[config.mk]
export PLATFORM = sky130hd
export DESIGN_NAME = arm_multicycle_ctrl
export DESIGN_NICKNAME = d
export VERILOG_FILES = /design/src/rtl/arm_multicycle_ctrl.sv
export SDC_FILE = /design/constraint.sdc
export NUM_CORES = 1
export LEC_CHECK = 0
export CAP_MARGIN = 0
export CORE_ASPECT_RATIO = 0.7
export CORE_MARGIN = 10
export CORE_UTILIZATION = 39
export CTS_BUF_LIST = sky130_fd_sc_hd__clkbuf_4 sky130_fd_sc_hd__clkbuf_8 sky130_fd_sc_hd__clkbuf_16
export CTS_CLUSTER_SIZE = 20
export DETAILED_ROUTE_END_ITERATION = 10
export PLACE_DENSITY = 0.79
export SYNTH_ARGS = -nofsm -noshare
export SYNTH_HDL_FRONTEND = slang
export SYNTH_SLANG_ARGS = --single-unit
export TNS_END_PERCENT = 10
[constraint.sdc]
create_clock -name clk -period 2.9 [get_ports clk]
set_clock_uncertainty 0.2 [all_clocks]
set_input_delay 0.29 -clock clk [delete_from_list [all_inputs] [get_ports clk]]
set_output_delay 0.29 -clock clk [all_outputs]
set_load 0.005 [all_outputs]
[src/rtl/arm_multicycle_ctrl.sv]
// arm_multicycle_ctrl
// Control unit for a multicycle ARM datapath (data-processing, LDR/STR, B)
// with one shared memory port and one shared ALU. Contains the main FSM,
// the ALU decoder, the instruction decoder and conditional-execution logic
// backed by an NZCV flag register.
//
// Ports:
//   clk        - clock, rising-edge active
//   reset      - asynchronous reset, active low
//   Cond       - instr[31:28] condition field
//   Op         - instr[27:26] opcode class
//   Funct      - instr[25:20]: [5]=I, [4:1]=cmd, [0]=S/L
//   Rd         - instr[15:12] destination register
//   ALUFlags   - {N,Z,C,V} produced by the ALU this cycle
//   PCWrite    - PC register enable
//   MemWrite   - memory write enable
//   RegWrite   - register file write enable
//   IRWrite    - instruction register enable
//   AdrSrc     - memory address select (0 = PC, 1 = ALUOut)
//   RegSrc     - register-read address selects
//   ALUSrcA    - ALU A select (0 = RD1, 1 = PC)
//   ALUSrcB    - ALU B select (00 = RD2, 01 = ExtImm, 10 = 4)
//   ResultSrc  - result select (00 = ALUOut, 01 = Data, 10 = ALUResult)
//   ImmSrc     - immediate extender mode
//   ALUControl - 00 ADD, 01 SUB, 10 AND, 11 ORR
//   State      - current FSM state (debug)
module arm_multicycle_ctrl #(
   parameter bit NV_EXECUTES = 1'b0
) (
   input  logic       clk,
   input  logic       reset,
   input  logic [3:0] Cond,
   input  logic [1:0] Op,
   input  logic [5:0] Funct,
   input  logic [3:0] Rd,
   input  logic [3:0] ALUFlags,
   output logic       PCWrite,
   output logic       MemWrite,
   output logic       RegWrite,
   output logic       IRWrite,
   output logic       AdrSrc,
   output logic [1:0] RegSrc,
   output logic       ALUSrcA,
   output logic [1:0] ALUSrcB,
   output logic [1:0] ResultSrc,
   output logic [1:0] ImmSrc,
   output logic [1:0] ALUControl,
   output logic [3:0] State
);

   localparam int unsigned STATE_W = 4;
   localparam int unsigned FLAG_W  = 4;
   localparam int unsigned CMD_W   = 4;

   typedef enum logic [STATE_W-1:0] {
      FETCH  = 4'd0,
      DECODE = 4'd1,
      MEMADR = 4'd2,
      MEMRD  = 4'd3,
      MEMWB  = 4'd4,
      MEMWR  = 4'd5,
      EXECR  = 4'd6,
      EXECI  = 4'd7,
      ALUWB  = 4'd8,
      BRANCH = 4'd9
   } stateT;

   stateT              stateQ;
   stateT              stateNext;
   logic [FLAG_W-1:0]  flagsQ;
   logic               condEx;
   logic               condExQ;
   logic               nextPC;
   logic               branch;
   logic               regW;
   logic               memW;
   logic               irW;
   logic               aluOp;
   logic [CMD_W-1:0]   cmd;
   logic               flagN;
   logic               flagZ;
   logic               flagC;
   logic               flagV;
   logic               cvWritable;

   assign cmd                        = Funct[4:1];
   assign {flagN, flagZ, flagC, flagV} = flagsQ;
   assign cvWritable                 = (cmd == 4'b0100) || (cmd == 4'b0010);

   // State register
   always_ff @(posedge clk or negedge reset) begin
      if (!reset) begin
         stateQ <= FETCH;
      end else begin
         stateQ <= stateNext;
      end
   end

   // Next-state and per-state control decode
   always_comb begin
      stateNext = FETCH;
      nextPC    = 1'b0;
      branch    = 1'b0;
      regW      = 1'b0;
      memW      = 1'b0;
      irW       = 1'b0;
      aluOp     = 1'b0;
      AdrSrc    = 1'b0;
      ALUSrcA   = 1'b0;
      ALUSrcB   = 2'b00;
      ResultSrc = 2'b00;
      case (stateQ)
         FETCH: begin
            irW       = 1'b1;
            nextPC    = 1'b1;
            ALUSrcA   = 1'b1;
            ALUSrcB   = 2'b10;
            ResultSrc = 2'b10;
            stateNext = DECODE;
         end
         DECODE: begin
            ALUSrcA   = 1'b1;
            ALUSrcB   = 2'b10;
            ResultSrc = 2'b10;
            case (Op)
               2'b01:   stateNext = MEMADR;
               2'b00:   stateNext = Funct[5] ? EXECI : EXECR;
               2'b10:   stateNext = BRANCH;
               default: stateNext = FETCH;
            endcase
         end
         MEMADR: begin
            ALUSrcB   = 2'b01;
            stateNext = Funct[0] ? MEMRD : MEMWR;
         end
         MEMRD: begin
            AdrSrc    = 1'b1;
            stateNext = MEMWB;
         end
         MEMWB: begin
            ResultSrc = 2'b01;
            regW      = 1'b1;
            stateNext = FETCH;
         end
         MEMWR: begin
            AdrSrc    = 1'b1;
            memW      = 1'b1;
            stateNext = FETCH;
         end
         EXECR: begin
            ALUSrcB   = 2'b00;
            aluOp     = 1'b1;
            stateNext = ALUWB;
         end
         EXECI: begin
            ALUSrcB   = 2'b01;
            aluOp     = 1'b1;
            stateNext = ALUWB;
         end
         ALUWB: begin
            regW      = 1'b1;
            stateNext = FETCH;
         end
         BRANCH: begin
            ALUSrcB   = 2'b01;
            ResultSrc = 2'b10;
            branch    = 1'b1;
            stateNext = FETCH;
         end
         default: stateNext = FETCH;
      endcase
   end

   // ALU decoder: address/PC arithmetic always adds
   always_comb begin
      ALUControl = 2'b00;
      if (aluOp) begin
         case (cmd)
            4'b0100: ALUControl = 2'b00;
            4'b0010: ALUControl = 2'b01;
            4'b0000: ALUControl = 2'b10;
            4'b1100: ALUControl = 2'b11;
            default: ALUControl = 2'b00;
         endcase
      end
   end

   // Instruction decoder
   assign ImmSrc = Op;
   assign RegSrc = {(Op == 2'b01), (Op == 2'b10)};

   // Condition evaluation on the registered flags
   always_comb begin
      condEx = 1'b0;
      case (Cond)
         4'b0000: condEx = flagZ;
         4'b0001: condEx = !flagZ;
         4'b0010: condEx = flagC;
         4'b0011: condEx = !flagC;
         4'b0100: condEx = flagN;
         4'b0101: condEx = !flagN;
         4'b0110: condEx = flagV;
         4'b0111: condEx = !flagV;
         4'b1000: condEx = flagC && !flagZ;
         4'b1001: condEx = !(flagC && !flagZ);
         4'b1010: condEx = (flagN == flagV);
         4'b1011: condEx = (flagN != flagV);
         4'b1100: condEx = !flagZ && (flagN == flagV);
         4'b1101: condEx = flagZ || (flagN != flagV);
         4'b1110: condEx = 1'b1;
         default: condEx = NV_EXECUTES;
      endcase
   end

   // Flag register; condExQ freezes the decision so an instruction's own
   // flag update cannot alter its writeback
   always_ff @(posedge clk or negedge reset) begin
      if (!reset) begin
         flagsQ  <= '0;
         condExQ <= 1'b0;
      end else begin
         condExQ <= condEx;
         if (aluOp && Funct[0] && condEx) begin
            flagsQ[3:2] <= ALUFlags[3:2];
            if (cvWritable) begin
               flagsQ[1:0] <= ALUFlags[1:0];
            end
         end
      end
   end

   // Write strobes, all suppressed while reset is held
   assign IRWrite  = reset && irW;
   assign RegWrite = reset && regW && condExQ;
   assign MemWrite = reset && memW && condExQ;
   assign PCWrite  = reset && (nextPC || ((branch || (regW && (Rd == 4'd15))) && condExQ));

   assign State = stateQ;

endmodule

==> flow_summary_export.csv <==
group,metric,value,unit
critical_path,startpoint_type,"input pin",
placed_design,pre_cts_slack,187,ps
cts,root_buffer,"clkbuf_4",
die,core_area,1900,um^2
cts,cts_resized,0,
critical_path,rrSetupSlack,510,ps
cts,clk_pin_slew,60,ps
cells_and_area,fillCellCount,168,
die,die_w,74.2,um
cts,cts.path.max_buffers,2,
detailed_routing,ant_nets,0,
die,row_count,13,
cells_and_area,num-nets-final,165,
yosys,synth_edf_count,0,
yosys,ys_ff_latch,9,
die,ios,42,
cells_and_area,stdcell_count,164,
hold_path,min_path_type,"in2async",
die,die_y,57.9,um
yosys,netlist_instances,99,
timing,setup_viol,0,
critical_path,worstPathRequired,2410,ps
yosys,async_flop_share,1.00,
cells_and_area,num_antenna_cells,0,
timing,hold_viol_final,0,
detailed_routing,vias_per_cell,5.63,
critical_path,r2r_end,"flagsQ[2]$_DFFE_PN0P_",
pwr,powerDensity,677,nW/um^2
critical_path,crit_fanout,1,
pwr,ir_worst_vdd,0.441,mV
die,dieArea,4300,um^2
detailed_routing,wirelength,2.65,mm
detailed_routing,vias,924,
detailed_routing,drt_iter0_drc,31,
critical_path,crit_path_end_kind,"output port",
detailed_routing,highest_layer,"met4",
global_route,grt_pass1_vias,954,
critical_path,crit_chain,"clkdlybuf4s50_1 -> and3_1 -> nand3_1 -> maj3_1 -> o22a_1 -> nor2_1 -> clkdlybuf4s50_1",
yosys,yosysWarnings,0,
critical_path,max_stage_delay,510,ps
timing,worst_pin_slew,398,ps
global_route,antenna_found_initial,0,
pwr,p_leak,0.506,nW
critical_path,worst_path_most_repeated_cell,"clkdlybuf4s50_1",
global_route,grt_max_degree,15,
placed_design,io_buffers,41,
critical_path,rr_startpoint,"flagsQ[3]$_DFFE_PN0P_",
yosys,postSynthAreaPerCell,8.10,um^2
cts,cts-buffers-inserted,3,
timing,max-slew-margin-rel,0.733,
timing,setup_ws,325,ps
timing,whs,139,ps
yosys,syn-cell-area,802,um^2
yosys,yosysTopAreaCell,"dfrtp_1",
yosys,synth_area_leaders,"dfrtp_1 28%, mux2_1 5.6%, nor2_1 4.7%",
cts,clock_sinks,9,
yosys,ys_types,40,
detailed_routing,route.met3.wl,278,um
yosys,syn_nets,121,
cts,cts_hold_buf,0,
timing,maxSlewViolCount,0,
cts,cts_tree,"done",
yosys,synth_top_area_frac,0.281,
timing,post-route-period-util,0.888,
cts,cts_setup_buffers,0,
detailed_routing,avgRoutedWirePerCell,16.1,um
global_route,grt.overflow.total,0,
detailed_routing,dr.pass1.iters,4,
placed_design,hpwl,2.20,mm
timing,rsz0062_at_grt,"no",
cts,insertion_delay,270,ps
critical_path,path_class,"in2out",
timing,fmax,388,MHz
global_route,grt_pass1_wl,4.28,mm
yosys,seq_area_frac_synth,0.281,
placed_design,dp_cells,160,
cells_and_area,multiInputGateArea,524,um^2
detailed_routing,wl_met1,1.05,mm
die,start_util,0.421,
cts,cts_htree_levels,1,
critical_path,r2r.worst_path.cells,5,
critical_path,crit_arrival,2090,ps
timing,setup-tns-final,0,ps
cells_and_area,register_area,225,um^2
critical_path,crit_slowest_cell,"clkdlybuf4s50_1",
cells_and_area,syn_to_final_growth,57.4,%
cells_and_area,most-common-layout-cells,"41 x clkdlybuf4s50_1, 10 x nor2_1, 9 x dfrtp_1",
outcome,status,"finished clean",
detailed_routing,wl_met2,1.30,mm
timing,fin_crit,2580,ps
placed_design,gp_congestion,0.917,
detailed_routing,drc,0,
cells_and_area,postLayoutCoreUtil,0.663,
yosys,synth_flop_cell,"dfrtp_1",
flow_run,maxCapViolCount,0,
cells_and_area,layout_commonest_cell,"clkdlybuf4s50_1",
cells_and_area,drive_gt1_frac,0.0986,
global_route,track_usage,0.121,
## layer usage
| metal | vias up | global-route usage |
|---|---|---|
| met5 | - | 0 |
| met2 | 38 | 0.197 |
| met3 | 3 | 0.0646 |
| met4 | 0 | 0.0371 |
| li1 | 450 | - |
| met1 | 433 | 0.133 |
## per-stage QoR
stage,area [um^2],power (mW)
2_1_floorplan,802,0.470
3_3_place_gp,1230,0.736
3_5_place_dp,1230,0.753
4_1_cts,1260,0.865
5_1_grt,1260,0.931
6_report,1260,0.855
## synthesized netlist by cell type (all sizes together) (2+ instances only)
cell,instances
nand3,3
inv,4
nand2,6
nor2b,4
clkbuf,2
buf,4
nor3,7
o21ai,4
dfrtp,9
nor4,4
xnor2,4
nand2b,4
or2b,2
xor2,2
mux2,4
a211o,2
a21oi,5
nor2,10
## cell type report
type | instances | share of cell area
Multi-Input combinational cell | 80 | 0.415
Timing Repair Buffer | 45 | 0.349
Sequential cell | 9 | 0.178
Clock buffer | 4 | 0.0238
Tap cell | 22 | 0.0218
Inverter | 4 | 0.0119
## how the worst max path moves through the flow
stage	depth (start not counted)	endpoint	slack (ps)	from
6_report	7	PCWrite	320	Rd[1]
5_1_grt	7	PCWrite	230	Rd[1]
4_1_cts	7	PCWrite	310	Rd[1]
3_5_place_dp	6	flagsQ[2]$_DFFE_PN0P_	190	Cond[3]
3_3_place_gp	6	flagsQ[0]$_DFFE_PN0P_	300	Cond[2]
2_1_floorplan	5	flagsQ[0]$_DFFE_PN0P_	680	flagsQ[3]$_DFFE_PN0P_
## flip-flops by register name, summed over array words and instances, names as in the netlist
register and cells:
condExQ 1, flagsQ 4, State 4
## worst max-delay path, delay by kind of cell
family	cells	cell delay (ps)
AO/OA/AOI/OAI	1	180
adder cells (fa/ha/maj)	1	350
buffers and inverters	2	960
AND/OR/NAND/NOR	3	300
## kinds of logic (layout without fill, tap and decap cells)
family | Yosys count | in the layout | synth area share
simple gates | 50 | 50 | 0.351
flops | 9 | 9 | 0.281
xor+xnor | 6 | 6 | 0.0655
compound gates | 19 | 19 | 0.168
fa+ha+maj | 1 | 1 | 0.0125
buf+inv | 10 | 53 | 0.0655
mux | 4 | 4 | 0.0562
## power breakdown
group / internal (mW) / switching (mW)
logic: 0.300 / 0.207
clock network: 0.0627 / 0.0482
registers: 0.167 / 0.0700
No activity file was read; power rests on OpenSTA's default activity.
